<file path="src/rtl/bcd_frame_sequencer.sv">
// bcd_frame_sequencer: hunts a serial link for a sync byte, captures an
// op bit plus two BCD operands, validates them and runs a digit-serial
// BCD add/sub (least significant digit first). Results leave on a
// valid/ready handshake.
module bcd_frame_sequencer #(
    parameter logic [7:0]  SYNC_PATTERN = 8'h5A,
    parameter int unsigned DIGITS       = 4
) (
    input  logic                  clk,
    input  logic                  reset,
    input  logic                  din,
    input  logic                  din_valid,
    output logic [4*DIGITS-1:0]   result,
    output logic                  result_cout,
    output logic                  result_op,
    output logic                  result_valid,
    input  logic                  result_ready,
    output logic                  frame_err,
    output logic                  overrun,
    output logic                  busy
);

    localparam int unsigned W  = 4 * DIGITS;
    localparam int unsigned CW = $clog2(W);
    localparam int unsigned IW = (DIGITS > 1) ? $clog2(DIGITS) : 1;

    typedef enum logic [2:0] {
        S_HUNT,
        S_OP,
        S_OPA,
        S_OPB,
        S_CHECK,
        S_EXEC,
        S_DONE
    } state_t;

    state_t          r_state;
    state_t          w_state_next;

    logic [7:0]      r_hunt_sr;
    logic [CW-1:0]   r_bit_cnt;
    logic            r_op;
    logic [W-1:0]    r_a;
    logic [W-1:0]    r_b;
    logic [W-1:0]    r_acc;
    logic [IW-1:0]   r_idx;
    logic            r_carry;

    logic [7:0]      w_hunt_win;
    logic            w_sync_hit;
    logic            w_bits_last;
    logic            w_exec_last;
    logic            w_bad_digit;
    logic [3:0]      w_a_dig;
    logic [3:0]      w_b_dig;
    logic [4:0]      w_sum;
    logic [3:0]      w_dig;
    logic            w_carry_next;
    logic [W-1:0]    w_acc_next;

    assign w_hunt_win  = {r_hunt_sr[6:0], din};
    assign w_sync_hit  = din_valid && (w_hunt_win == SYNC_PATTERN);
    assign w_bits_last = (r_bit_cnt == CW'(W - 1));
    assign w_exec_last = (r_idx == IW'(DIGITS - 1));
    assign busy        = (r_state != S_HUNT);

    // Flag any operand nibble outside 0..9.
    always_comb begin
        w_bad_digit = 1'b0;
        for (int unsigned i = 0; i < DIGITS; i++) begin
            if ((r_a[4*i +: 4] > 4'd9) || (r_b[4*i +: 4] > 4'd9)) begin
                w_bad_digit = 1'b1;
            end
        end
    end

    // One-digit BCD add/sub on the digit selected by r_idx.
    always_comb begin
        w_a_dig      = r_a[r_idx*4 +: 4];
        w_b_dig      = r_b[r_idx*4 +: 4];
        w_sum        = '0;
        w_dig        = '0;
        w_carry_next = 1'b0;
        if (!r_op) begin
            w_sum = {1'b0, w_a_dig} + {1'b0, w_b_dig} + {4'd0, r_carry};
            if (w_sum > 5'd9) begin
                w_dig        = w_sum[3:0] + 4'd6;
                w_carry_next = 1'b1;
            end else begin
                w_dig        = w_sum[3:0];
            end
        end else begin
            w_sum = {1'b0, w_a_dig} - {1'b0, w_b_dig} - {4'd0, r_carry};
            if (w_sum[4]) begin
                w_dig        = w_sum[3:0] + 4'd10;
                w_carry_next = 1'b1;
            end else begin
                w_dig        = w_sum[3:0];
            end
        end
        w_acc_next = r_acc;
        w_acc_next[r_idx*4 +: 4] = w_dig;
    end

    // State register.
    always_ff @(posedge clk or negedge reset) begin
        if (!reset) begin
            r_state <= S_HUNT;
        end else begin
            r_state <= w_state_next;
        end
    end

    // Next-state logic; receive states hold across din_valid gaps.
    always_comb begin
        w_state_next = r_state;
        case (r_state)
            S_HUNT:  if (w_sync_hit) w_state_next = S_OP;
            S_OP:    if (din_valid) w_state_next = S_OPA;
            S_OPA:   if (din_valid && w_bits_last) w_state_next = S_OPB;
            S_OPB:   if (din_valid && w_bits_last) w_state_next = S_CHECK;
            S_CHECK: w_state_next = w_bad_digit ? S_HUNT : S_EXEC;
            S_EXEC:  if (w_exec_last) w_state_next = S_DONE;
            S_DONE:  if (result_ready) w_state_next = S_HUNT;
            default: w_state_next = S_HUNT;
        endcase
    end

    // Datapath: hunting, operand capture, digit iteration and outputs.
    // The hunt register is held at zero outside HUNT, so every return to
    // HUNT starts from a cleared register.
    always_ff @(posedge clk or negedge reset) begin
        if (!reset) begin
            r_hunt_sr    <= '0;
            r_bit_cnt    <= '0;
            r_op         <= 1'b0;
            r_a          <= '0;
            r_b          <= '0;
            r_acc        <= '0;
            r_idx        <= '0;
            r_carry      <= 1'b0;
            result       <= '0;
            result_cout  <= 1'b0;
            result_op    <= 1'b0;
            result_valid <= 1'b0;
            frame_err    <= 1'b0;
            overrun      <= 1'b0;
        end else begin
            frame_err <= 1'b0;
            overrun   <= 1'b0;
            if (r_state != S_HUNT) begin
                r_hunt_sr <= '0;
            end
            case (r_state)
                S_HUNT: begin
                    if (din_valid) begin
                        r_hunt_sr <= w_sync_hit ? 8'h00 : w_hunt_win;
                    end
                end
                S_OP: begin
                    if (din_valid) begin
                        r_op      <= din;
                        r_bit_cnt <= '0;
                    end
                end
                S_OPA: begin
                    if (din_valid) begin
                        r_a       <= {r_a[W-2:0], din};
                        r_bit_cnt <= w_bits_last ? '0 : r_bit_cnt + 1'b1;
                    end
                end
                S_OPB: begin
                    if (din_valid) begin
                        r_b       <= {r_b[W-2:0], din};
                        r_bit_cnt <= w_bits_last ? '0 : r_bit_cnt + 1'b1;
                    end
                end
                S_CHECK: begin
                    overrun   <= din_valid;
                    frame_err <= w_bad_digit;
                    r_idx     <= '0;
                    r_carry   <= 1'b0;
                end
                S_EXEC: begin
                    overrun <= din_valid;
                    r_acc   <= w_acc_next;
                    r_carry <= w_carry_next;
                    if (w_exec_last) begin
                        r_idx        <= '0;
                        result       <= w_acc_next;
                        result_cout  <= w_carry_next;
                        result_op    <= r_op;
                        result_valid <= 1'b1;
                    end else begin
                        r_idx <= r_idx + 1'b1;
                    end
                end
                S_DONE: begin
                    overrun <= din_valid;
                    if (result_ready) begin
                        result_valid <= 1'b0;
                    end
                end
                default: begin
                end
            endcase
        end
    end

endmodule

</file>
<file path="config.mk">
export PLATFORM = sky130hd
export DESIGN_NAME = bcd_frame_sequencer
export DESIGN_NICKNAME = d
export VERILOG_FILES = /design/src/rtl/bcd_frame_sequencer.sv
export SDC_FILE = /design/constraint.sdc
export NUM_CORES = 1
export LEC_CHECK = 0
export ABC_AREA = 1
export BUFFER_PORTS_ARGS = -buffer_cell sky130_fd_sc_hd__buf_2
export CORE_MARGIN = 2
export CORE_UTILIZATION = 55
export DETAILED_ROUTE_END_ITERATION = 16
export PLACE_DENSITY = 0.79
export RECOVER_POWER = 25
export SLEW_MARGIN = 5
export SYNTH_ARGS = -nofsm -noshare
export SYNTH_HDL_FRONTEND = slang
export SYNTH_SLANG_ARGS = --single-unit
export TNS_END_PERCENT = 10
</file>
<file path="constraint.sdc">
create_clock -name clk -period 8.85 [get_ports clk]
set_input_delay 0.4425 -clock clk [delete_from_list [all_inputs] [get_ports clk]]
set_output_delay 0.4425 -clock clk [all_outputs]
set_load 0.005 [all_outputs]
</file>
After elaboration in Yosys (flattened, before gate mapping). Index checks and enable logic that the tools add are counted. Widths: inputs -> output; s select.

Output and inout bits: 22. Input port bits: 5. Flip-flop bits (word level): 88.

Mux-type cells: 35. Shifts and indexed selects: 4. Add/sub/neg operators: 9. $lt $le $gt $ge: 9. Eq/ne operators: 16. Reduce and logical (&&, ||, !) cells: 20.

Operator list (count): $neg 4->34 (1); $shift 4x34->16 const A (1); $shiftx 4x34->16 (1); $gt 4x4->1 const B (8); $mux 8 (4); $shiftx 16x5->4 (2); $mux 4 (6); $mux 3 (7); $pmux 3 s7 (1); $bwmux 16 (1); $ne 2x2->1 const B (6); $mux 1 (11); $eq 3x3->1 const B (3); $eq 8x7->1 const B (1); $pmux 4 s2 (1); $reduce_and 2->1 (4); $eq 3x2->1 const B (2); $reduce_and 3->1 (2); $reduce_and 6->1 (1); $reduce_bool 2->1 (3); $add 4x4->5 (1); $add 5x1->5 (1); $gt 5x4->1 const B (1); $sub 4x4->5 (1); 18 further kinds (23).

Logic depth before layout (Yosys ltp). Gate-level depths: netlist (run 1).

Depth in word-level cells: 8. Gate-level depth with buffers: 21. Mapped depth without buffers: 20.

Least setup slack after synthesis (run 1). No wires, ideal clock.

Path type: register to register. From: reg r_idx[0]. To: reg r_acc[10]. Setup time: 0.126 ns. Data required time: 8.724 ns. Path slack: 5.562 ns. Clock period less this slack: 3.288 ns. Data arrival time: 3.162 ns. Stages on the path, launching flop included: 22. Cells stage by stage: dfrtp_1 -> clkbuf_2 -> inv_2 -> clkbuf_1 -> o21ai_0 -> o22ai_1 -> fa_1 -> fa_1 -> xor2_2 -> ha_1 -> inv_1 -> nor2_1 -> a21oi_2 -> nand2_2 -> nand2_4 -> nand2_1 -> nand2_1 -> nand2_2 -> nand4_1 -> o21ai_0 -> nand2_1 -> o21ai_0.

Cells in the longest elaborated chain, start to end: 8. Elaborated cells on any way between the ends: 16. Those cells by class: add/sub (7); order compare (1); shift (4); mux (4).

Ends and longest elaborated chain: start: declaration (line 46) `logic [IW-1:0] r_idx;`; start signal: assignment (line 195) `r_idx <= r_idx + 1'b1;`; $shiftx 16x5->4 (on tied branches) (line 79, 80); $add 4x4->5 / $sub 4x4->5 (equally long branches) (line 85, 93); $add 5x1->5 / $sub 5x1->5 (equally long branches) (line 85, 93); $add 4x3->4, or another cell as far along (line 87) `w_dig = w_sum[3:0] + 4'd6;`; $mux 4 (on tied branches) (line 86, 94); $mux 4 (line 84) `if (!r_op) begin`; $shiftx 4x34->16 (line 102) `w_acc_next[r_idx*4 +: 4] = w_dig;`; $bwmux 16 * (line 102); end signal: assignment (line 186) `r_acc <= w_acc_next;`; end: declaration (line 45) `logic [W-1:0] r_acc;`.

Every way passes the cells marked *; elsewhere a longest branch is shown, timed or not. A chain may end at the register's enable or synchronous reset.

Final worst setup path (run 1).
From: reg r_idx[0]. To: reg result[13].

Cells in the longest elaborated chain, start to end: 8. Elaborated cells on any way between the ends: 18. Those cells by class: add/sub (7); order compare (1); eq/ne (1); shift (4); mux (4); reduce/logical (1).

Ends and longest elaborated chain: $shiftx 16x5->4 (on tied branches) (line 79, 80); $add 4x4->5 / $sub 4x4->5 (equally long branches) (line 85, 93); $add 5x1->5 / $sub 5x1->5 (equally long branches) (line 85, 93); $add 4x3->4, or another cell as far along (line 87); $mux 4 (on tied branches) (line 86, 94); $mux 4 (line 84); $shiftx 4x34->16 (line 102); $bwmux 16 (line 102); end signal: assignment (line 190) `result <= w_acc_next;`; end: declaration (line 13) `output logic [4*DIGITS-1:0] result,`.

Parallel ways exist; a longest one is shown, timed or not.

==> out/qor.csv, run 1 <==
stage,metric,value,unit
cts,post-CTS setup buffer count,0,
die,Die W,95.7,microns
sta,# setup viols final,0,
synth,Mapped Cells,574,
sta,Final Max Tran Viols,90,
die,die height,95.7,microns
synth,Synth area leader,dfrtp_1,
layout,Antenna diodes,0,
die,Ports,27,
run_status,failing checks,"max-capacitance violations, max-slew violations",
placed_design,IO buf count,26,
die,Starting Density,56.6,%
route,vias per inst,5.46,
worst_setup_path,Worst EP required,9160,ps
synth,Syn Nets,599,
route,routed length per instance,14.0,microns
synth,ys flop type,dfrtp_1,
sta,RSZ-0062 raised after global routing,no,
power,"Power, Total",2150,uW
placed_design,GP Congestion,0.899,
route,Final ANT Viol Nets,0,
global_route,first-pass GRT wire length,16500,microns
cts,post-CTS resize count,0,
cts,H-tree depth,3,
global_route,vias in the first global route,3658,
route,1st-iter DRT viols,259,
cts,CTS root buffer,clkbuf_8,
sta,Fin. Hold Viols,0,
power,Max VDD drop,0.000190,V
worst_setup_path,Max Fanout on Critical Path,27,
cts,CTS Buffer Depth,2,
cts,clock transition at the registers of the reported paths,100,ps
sta,clk_skew,9.55,ps
power,Power per Cell Area,429,nW/um^2
run_status,status,"finished, violations left",
cts,CTS tree,yes,
layout,share of post-route cells with drive strength above 1,11.4,%
synth,#FFs+latches synth,87,
layout,Finished Layout Cells,703,
route,drt pass-1 iters,5,
global_route,initial antenna violation count,0,
cts,CTS sink count,87,
worst_setup_path,worst path arrival time,4350,ps
synth,"Cell Area, Synth",4630,sq um
layout,Layout area overhead,8.41,%
sta,post-route setup TNS,0,ps
synth,Post-synth EDFFs,0,
route,DRC errors left,0,
power,LEAKAGE,0.00261,uW
global_route,GRT Util Overall,23.0,%
die,site row count,33,
die,core area,8180,sq um
synth,"FFs w/ async S/R, synth",100,%
synth,most frequent cell after synthesis,nand2_1,
sta,fin crit share,45.7,%
layout,Final #Nets,618,
cts,total CTS buffers,9,
worst_setup_path,critical path class,reg -> reg,
worst_setup_path,CP startpoint kind,flip-flop,
sta,worst slew pin tran,2400,ps
placed_design,dpl cells,687,
global_route,GRT overflow,0,
placed_design,dpl hpwl,6940,microns
sta,Rel. slew slack,-60.2,%
synth,sequential share of the synthesized area,47.1,%
worst_setup_path,Crit. End Element,flip-flop,
global_route,largest net degree at the start of global routing,45,
synth,synth top area cells,"dfrtp_1, nand2_1, inv_1",
sta,setup ws final,4810,ps
synth,Syn. warnings,0,
sta,FMAX,247,MHz
sta,crit path time final,4040,ps
die,die area,9160,sq um
min_path,HP Class,in -> reg,
cts,Post-CTS Hold Buffers,0,
flow_run,Max Cap Viol,2,
route,vias after detailed routing,3838,
route,Post-Route WL,9810,microns
synth,Syn Area/Cell,8.06,sq um
synth,"top cells by count, synth","nand2_1, dfrtp_1, inv_1",
synth,Cell variety after synth,36,
placed_design,Setup WS pre-CTS,4840,ps
cts,clk_lat worst skew,370,ps
synth,top cell type's share of synthesized area,47.1,%
-- sequential cells by signal, indices dropped and copies added, names as in the netlist --
register,count
frame_err,1
overrun,1
r_a,16
r_acc,16
r_b,16
r_bit_cnt,4
r_carry,1
r_hunt_sr,7
r_idx,2
r_op,1
r_state,3
result,16
result_cout,1
result_op,1
result_valid,1
-- metal layers --
| layer | wire length (microns) | vias to the layer above | track usage [%] |
|---|---|---|---|
| met5 | 0 | - | 0 |
| met2 | 4690 | 87 | 37.5 |
| li1 | - | 1880 | - |
| met4 | 182 | 0 | 9.29 |
| met1 | 4500 | 1853 | 30.6 |
| met3 | 431 | 18 | 3.99 |
-- power by group --
group | internal [uW] | switching, uW
Combinational | 441 | 826
Sequential | 498 | 99.0
Clock | 134 | 155
Total | 1070 | 1080
-- cells by family (layout without fill, tap and decap cells) --
kind of cell	after synthesis	count (layout)	synth area share, %
DFF	87	87	47.1
xor gates and xnor gates	4	4	0.920
muxes	8	8	1.95
and+or+nand+nor	244	244	22.2
buffers and inverters	97	121	8.03
AOI/OAI and AO/OA	114	114	13.8
adders and majority gates	20	20	6.06
-- cell usage in the layout, fill, tap and decap left out, types with 2 or more instances in the layout --
master    count
nand2_1     165
dfrtp_1      87
inv_1        76
o21ai_0      53
nor2_1       34
a21oi_1      29
buf_2        25
nand3_1      19
ha_1         16
o21ai_1      12
nand4_1       9
clkbuf_8      9
mux2_2        8
o22ai_1       6
nand2_2       6
a32oi_1       4
fa_1          4
a211oi_1      3
nor3_1        3
inv_2         2
xor2_1        2
nand3_2       2
nand4_2       2
o21bai_2      2
clkinv_4      2
clkbuf_1      2
-- worst paths after layout --
| check | startpoint | endpoint | slack, ps | cells past startpoint |
|---|---|---|---|---|
| max | r_idx[0] | result[13] | 4810 | 18 |
| min | din_valid | r_hunt_sr[3] | 380 | 2 |
| max reg2reg | r_idx[0] | result[13] | 4810 | 18 |
| min reg2reg | result[10] | result[10] | 480 | 2 |
| max in group asynchronous | reset | result[0] | 4980 | 2 |
| min in group asynchronous | reset | r_b[6] | 800 | 1 |
-- worst max-delay path, stage by stage, from the launching register on --
cell     delay, ps
dfrtp_1        890
inv_2          320
o21ai_0        250
o22ai_1        150
fa_1           460
fa_1           440
xor2_2         190
ha_1           220
inv_1           70
nor2_1          50
a21oi_2        120
nand2_2         90
nand2_4         80
nand2_1         50
nand3_1        110
nand4_1        120
o21ai_1        200
nand2_1         80
nand2_1         80
-- through the flow --
stage	util, %	cell area [sq um]	hold WS, ps
5_1_grt	61.3	5010	388
4_1_cts	61.4	5020	84.5
3_5_place_dp	58.9	4820	460
2_1_floorplan	-	4630	147
3_3_place_gp	58.9	4820	457
6_report	61.3	5010	380
-- area by class of cell --
class                           count  area (sq um)
Clock buffer                        9           124
Clock inverter                      7          80.1
Fill cell                         728          3160
Inverter                           78           293
Multi-Input combinational cell    390          2080
Sequential cell                    87          2180
Tap cell                          105           131
Timing Repair Buffer               27           133
Note: power is estimated with default switching activity, not from simulation.
==> run 2, diff against run 1 <==
PLACE_DENSITY = 0.82   (was 0.79)
clock period = 3.6 ns   (was 8.85 ns; I/O delays follow)
==> out/qor.csv, run 2 (synthesis gave the netlist of run 1 again) <==
stage,metric,value,unit,change
global_route,initial antenna violation count,0,,unchanged
die,Ports,27,,unchanged
global_route,met2 Resource Use GR,39.5,%,was 37.5%
cts,total CTS buffers,9,,unchanged
sta,setup ws final,257,ps,was 4810 ps
die,site row count,33,,unchanged
min_path,Hold EP,r_hunt_sr[6],,was r_hunt_sr[3]
worst_setup_path,Crit. End Element,flip-flop,,unchanged
layout,most frequent cells in the layout,"nand2_1, dfrtp_1, inv_1, o21ai_0, nor2_1",,unchanged
worst_setup_path,flop-to-flop setup slack,260,ps,was 4810 ps
die,die area,9160,sq um,unchanged
cts,H-tree depth,3,,unchanged
placed_design,Setup WS pre-CTS,171,ps,was 4840 ps
worst_setup_path,Worst EP required,3850,ps,was 9160 ps
layout,Antenna diodes,0,,unchanged
cts,CTS tree,yes,,unchanged
route,DRC errors left,0,,unchanged
die,die height,95.7,microns,unchanged
worst_setup_path,CP cell instances,inv_4 > buf_4 > nand2_1 > a32oi_2 > inv_1 > fa_1 > fa_2 > xor2_1 > ha_1 > inv_1 > nand3_1 > nand2_1 > nand2_1 > nand2_1 > nand3_2 > nand4_1 > o21ai_0 > nand2_1 > o21ai_0,,was inv_2 > o21ai_0 > o22ai_1 > fa_1 > fa_1 > xor2_2 > ha_1 > inv_1 > nor2_1 > a21oi_2 > nand2_2 > nand2_4 > nand2_1 > nand3_1 > nand4_1 > o21ai_1 > nand2_1 > nand2_1
min_path,Hold Startpoint,din_valid,,unchanged
worst_setup_path,Max Fanout on Critical Path,12,,was 27
power,Max VDD drop,0.000565,V,was 0.000190 V
global_route,largest net degree at the start of global routing,88,,was 45
sta,worst slew pin tran,2110,ps,was 2400 ps
global_route,GRT Util Overall,23.2,%,was 23.0%
route,vias per inst,5.37,,was 5.46
layout,"most common cell after layout, fill and taps aside",nand2_1,,unchanged
power,Power per Cell Area,1060,nW/um^2,was 429 nW/um^2
route,Final ANT Viol Nets,0,,unchanged
placed_design,dpl hpwl,7030,microns,was 6940 microns
die,Starting Density,56.6,%,unchanged
global_route,met3 Usage GRT,3.92,%,was 3.99%
worst_setup_path,CP startpoint kind,flip-flop,,unchanged
layout,Layout area overhead,11.1,%,was 8.41%
worst_setup_path,Top delay family on crit path,adder cells,,unchanged
sta,clk_skew,10.9,ps,was 9.55 ps
placed_design,GP Congestion,0.937,,was 0.899
route,routed length per instance,13.9,microns,was 14.0 microns
route,Post-Route WL,9920,microns,was 9810 microns
route,drt pass-1 iters,5,,unchanged
worst_setup_path,CP startpoint,r_idx[0],,unchanged
cts,Post-CTS Hold Buffers,0,,unchanged
worst_setup_path,R2R cell count,19,,was 18
layout,Final #Nets,630,,was 618
route,1st-iter DRT viols,186,,was 259
flow_run,Max Cap Viol,1,,was 2
worst_setup_path,worst path arrival time,3590,ps,was 4350 ps
layout,Reg area,2180,sq um,about the same
sta,# setup viols final,0,,unchanged
cts,CTS root buffer,clkbuf_8,,unchanged
sta,Rel. slew slack,-40.8,%,was -60.2%
cts,CTS sink count,87,,unchanged
global_route,GR peak layer,met2,,unchanged
worst_setup_path,critical path class,reg -> reg,,unchanged
layout,final-layout fill cell count,679,,was 728
layout,multi-input logic area,2090,sq um,was 2080 sq um
sta,WHS,102,ps,was 380 ps
layout,share of post-route cells with drive strength above 1,14.3,%,was 11.4%
route,vias after detailed routing,3843,,"was 3,838"
worst_setup_path,CP bufs+invs,4,,was 2
run_status,status,"finished, violations left",,unchanged
sta,Fin. Hold Viols,0,,unchanged
cts,CTS Buffer Depth,2,,unchanged
run_status,failing checks,"max-capacitance violations, max-slew violations",,unchanged
worst_setup_path,r2r endpoint,r_acc[11],,was result[13]
worst_setup_path,slowest stage cell on the critical path,dfrtp_1,,unchanged
global_route,vias in the first global route,3635,,"was 3,658"
cts,clock transition at the registers of the reported paths,100,ps,about the same
min_path,HP Class,in -> reg,,unchanged
worst_setup_path,CP most frequent cell,nand2_1,,unchanged
global_route,first-pass GRT wire length,16500,microns,about the same
sta,fin crit share,92.9,%,was 45.7%
sta,post-route setup TNS,0,ps,unchanged
worst_setup_path,"Largest stage delay, worst path",430,ps,was 890 ps
cts,clk_lat worst skew,380,ps,was 370 ps
min_path,hold depth,2,,unchanged
power,LEAKAGE,0.00267,uW,was 0.00261 uW
sta,Final Max Tran Viols,88,,was 90
die,core area,8180,sq um,unchanged
global_route,GRT met1 Usage,28.7,%,was 30.6%
sta,RSZ-0062 raised after global routing,no,,unchanged
die,Die W,95.7,microns,unchanged
sta,crit path time final,3340,ps,was 4040 ps
worst_setup_path,R2R Path Start,r_idx[0],,unchanged
global_route,GRT overflow,0,,unchanged
sta,FMAX,299,MHz,was 247 MHz
placed_design,IO buf count,26,,unchanged
-- run 2: metal layers --
| metal | part of all wire [%] | vias to the layer above |
|---|---|---|
| met3 | 4.1 | 16 |
| met5 | 0 | - |
| li1 | - | 1903 |
| met2 | 49 | 89 |
| met4 | 2.4 | 0 |
| met1 | 45 | 1835 |
-- run 2: worst max-delay path by stage --
| stage | endpoint | slack [ps] | cells after the start |
|---|---|---|---|
| final | r_acc[11] | 260 | 19 |
| after CTS | r_acc[11] | 160 | 19 |
| after global placement | r_acc[11] | 320 | 19 |
| after floorplan | r_acc[10] | 310 | 21 |
| after detailed placement | r_acc[11] | 170 | 19 |
| after global routing | result[1] | 30 | 18 |
-- run 2: cell type report --
cell class              count  area share [%]
clock buffers              10            2.68
clock inverters             6            1.46
inverters                  78            5.82
multi-input cells         390            40.7
flip-flops and latches     87            42.4
well taps                 105            2.56
repair buffers             38            4.36
repair inverters            1          0.0974
-- run 2: through the flow --
stage | utilization (%) | cells | total power (uW) | cell area (sq um)
3_5_place_dp | 59.4 | 692 | 4610 | 4860
6_report | 62.9 | 715 | 5460 | 5140
2_1_floorplan | - | 574 | 3880 | 4630
4_1_cts | 62.0 | 708 | 5360 | 5070
3_3_place_gp | 59.4 | 692 | 4390 | 4860
5_1_grt | 62.9 | 715 | 5970 | 5140
-- run 2: power breakdown --
| group | switching [uW] | internal [uW] |
|---|---|---|
| sequential | 208 | 1230 |
| clock | 389 | 349 |
| combinational | 2120 | 1170 |
| total | 2710 | 2750 |
-- run 2: timing repair --
| item | in CTS | in global routing |
|---|---|---|
| resized for setup | 0 | 7 |
| setup buffers | 0 | 6 |
| setup endpoints to repair | 0 | 24 |
==> run 3, diff against run 2 <==
CORE_MARGIN = not set   (was 2)
==> out/qor.csv, run 3 (synthesis gave the netlist of run 1 again) <==
stage,metric,value,unit,change
run_status,status,"finished, violations left",,unchanged
run_status,failing checks,"design-rule violations, max-capacitance violations, max-slew violations",,"was max-capacitance violations, max-slew violations"
worst_setup_path,Top delay family on crit path,adder cells,,unchanged
cts,CTS sink count,87,,unchanged
worst_setup_path,Max Fanout on Critical Path,16,,was 12
die,die height,93.7,microns,was 95.7 microns
worst_setup_path,CP bufs+invs,4,,unchanged
sta,Fin. Hold Viols,0,,unchanged
global_route,met2 Resource Use GR,39.6,%,was 39.5%
cts,CTS Buffer Depth,2,,unchanged
global_route,met3 Usage GRT,2.83,%,was 3.92%
cts,Post-CTS Hold Buffers,0,,unchanged
worst_setup_path,slowest stage cell on the critical path,dfrtp_1,,unchanged
worst_setup_path,CP startpoint kind,flip-flop,,unchanged
die,Ports,27,,unchanged
die,core area,8180,sq um,unchanged
cts,clock transition at the registers of the reported paths,90,ps,was 100 ps
route,vias per inst,5.42,,was 5.37
sta,clk_skew,12.1,ps,was 10.9 ps
route,routed length per instance,13.4,microns,was 13.9 microns
global_route,initial antenna violation count,0,,unchanged
die,Starting Density,56.6,%,unchanged
sta,crit path time final,3320,ps,was 3340 ps
cts,total CTS buffers,9,,unchanged
route,drt pass-1 iters,10,,was 5
route,1st-iter DRT viols,233,,was 186
sta,Final Max Tran Viols,88,,unchanged
route,vias after detailed routing,3856,,"was 3,843"
route,Final ANT Viol Nets,0,,unchanged
cts,CTS tree,yes,,unchanged
die,site row count,33,,unchanged
placed_design,GP Congestion,0.916,,was 0.937
worst_setup_path,Crit. End Element,flip-flop,,unchanged
layout,most frequent cells in the layout,"nand2_1, dfrtp_1, inv_1, o21ai_0, nor2_1",,unchanged
global_route,vias in the first global route,3682,,"was 3,635"
sta,fin crit share,92.3,%,was 92.9%
worst_setup_path,"Largest stage delay, worst path",420,ps,was 430 ps
worst_setup_path,worst path arrival time,3560,ps,was 3590 ps
die,Die W,93.7,microns,was 95.7 microns
sta,FMAX,301,MHz,was 299 MHz
sta,post-route setup TNS,0,ps,unchanged
worst_setup_path,critical path class,reg -> reg,,unchanged
worst_setup_path,CP most frequent cell,nand2_1,,unchanged
cts,clk_lat worst skew,370,ps,was 380 ps
global_route,largest net degree at the start of global routing,88,,unchanged
worst_setup_path,CP cell instances,buf_4 > nor2_1 > inv_1 > a32oi_2 > inv_1 > fa_1 > fa_2 > xor2_1 > ha_1 > inv_1 > nand3_1 > nand2_1 > nand2_1 > nand2_1 > nand3_2 > nand4_1 > o21ai_0 > nand2_1 > o21ai_0,,was inv_4 > buf_4 > nand2_1 > a32oi_2 > inv_1 > fa_1 > fa_2 > xor2_1 > ha_1 > inv_1 > nand3_1 > nand2_1 > nand2_1 > nand2_1 > nand3_2 > nand4_1 > o21ai_0 > nand2_1 > o21ai_0
sta,worst slew pin tran,2110,ps,about the same
die,die area,8780,sq um,was 9160 sq um
layout,Layout area overhead,10.1,%,was 11.1%
route,Post-Route WL,9530,microns,was 9920 microns
placed_design,dpl hpwl,6790,microns,was 7030 microns
cts,CTS root buffer,clkbuf_8,,unchanged
sta,RSZ-0062 raised after global routing,no,,unchanged
layout,final-layout fill cell count,688,,was 679
worst_setup_path,Worst EP required,3830,ps,was 3850 ps
sta,# setup viols final,0,,unchanged
min_path,HP Class,in -> reg,,unchanged
layout,Final #Nets,626,,was 630
global_route,first-pass GRT wire length,16400,microns,"was 16,500 microns"
sta,Rel. slew slack,-40.4,%,was -40.8%
layout,"most common cell after layout, fill and taps aside",nand2_1,,unchanged
layout,Antenna diodes,0,,unchanged
layout,Final Util,62.3,%,was 62.9%
global_route,GR peak layer,met2,,unchanged
global_route,GRT overflow,0,,unchanged
flow_run,Max Cap Viol,1,,unchanged
global_route,GRT Util Overall,23.8,%,was 23.2%
cts,H-tree depth,3,,unchanged
global_route,GRT met1 Usage,31.3,%,was 28.7%
placed_design,IO buf count,26,,unchanged
layout,share of post-route cells with drive strength above 1,13.9,%,was 14.3%
route,DRC errors left,2,,was 0
## run 3: layout make-up
cell class                 instances  area, sq um  area share, %
multi-input combinational        390         2100           41.1
timing repair inverter             1         5.00         0.0983
sequential                        87         2180           42.8
tap                              105          131           2.58
clock buffer                       9          124           2.43
inverter                          78          297           5.82
timing repair buffer              34          190           3.73
clock inverter                     7         72.6           1.42
## run 3: per-layer routing
metal	part of all wire, %	vias up
met5	0	-
met1	46	1845
met3	3.5	21
met2	48	93
li1	-	1897
met4	2.4	0
## run 3: worst paths after layout
path | startpoint | endpoint | slack [ps] | cells after the start
setup / recovery | r_idx[0] | r_acc[11] | 280 | 19
max in group asynchronous | reset | r_idx[1] | 1810 | 1
min in group asynchronous | reset | r_acc[1] | 380 | 1
hold / removal | din_valid | r_hunt_sr[6] | 110 | 2
hold reg to reg | result[6] | result[6] | 480 | 2
setup reg to reg | r_idx[0] | r_acc[11] | 280 | 19
## run 3: timing repair
item                       CTS  global route
buffers inserted             0             3
resized for setup            0             7
setup endpoints to repair    0            23
## run 3: through the flow
step,hold slack (ps),setup slack (ps),area (sq um),std cells
2_1_floorplan,-116,312,4630,574
3_3_place_gp,439,277,4850,691
3_5_place_dp,449,163,4850,691
4_1_cts,38.5,105,5040,707
5_1_grt,118,0.810,5090,711
6_report,113,276,5090,711
Power of run 3 is not shown: default switching activity piles up to over one toggle a cycle in this logic, so the estimate is an artifact.
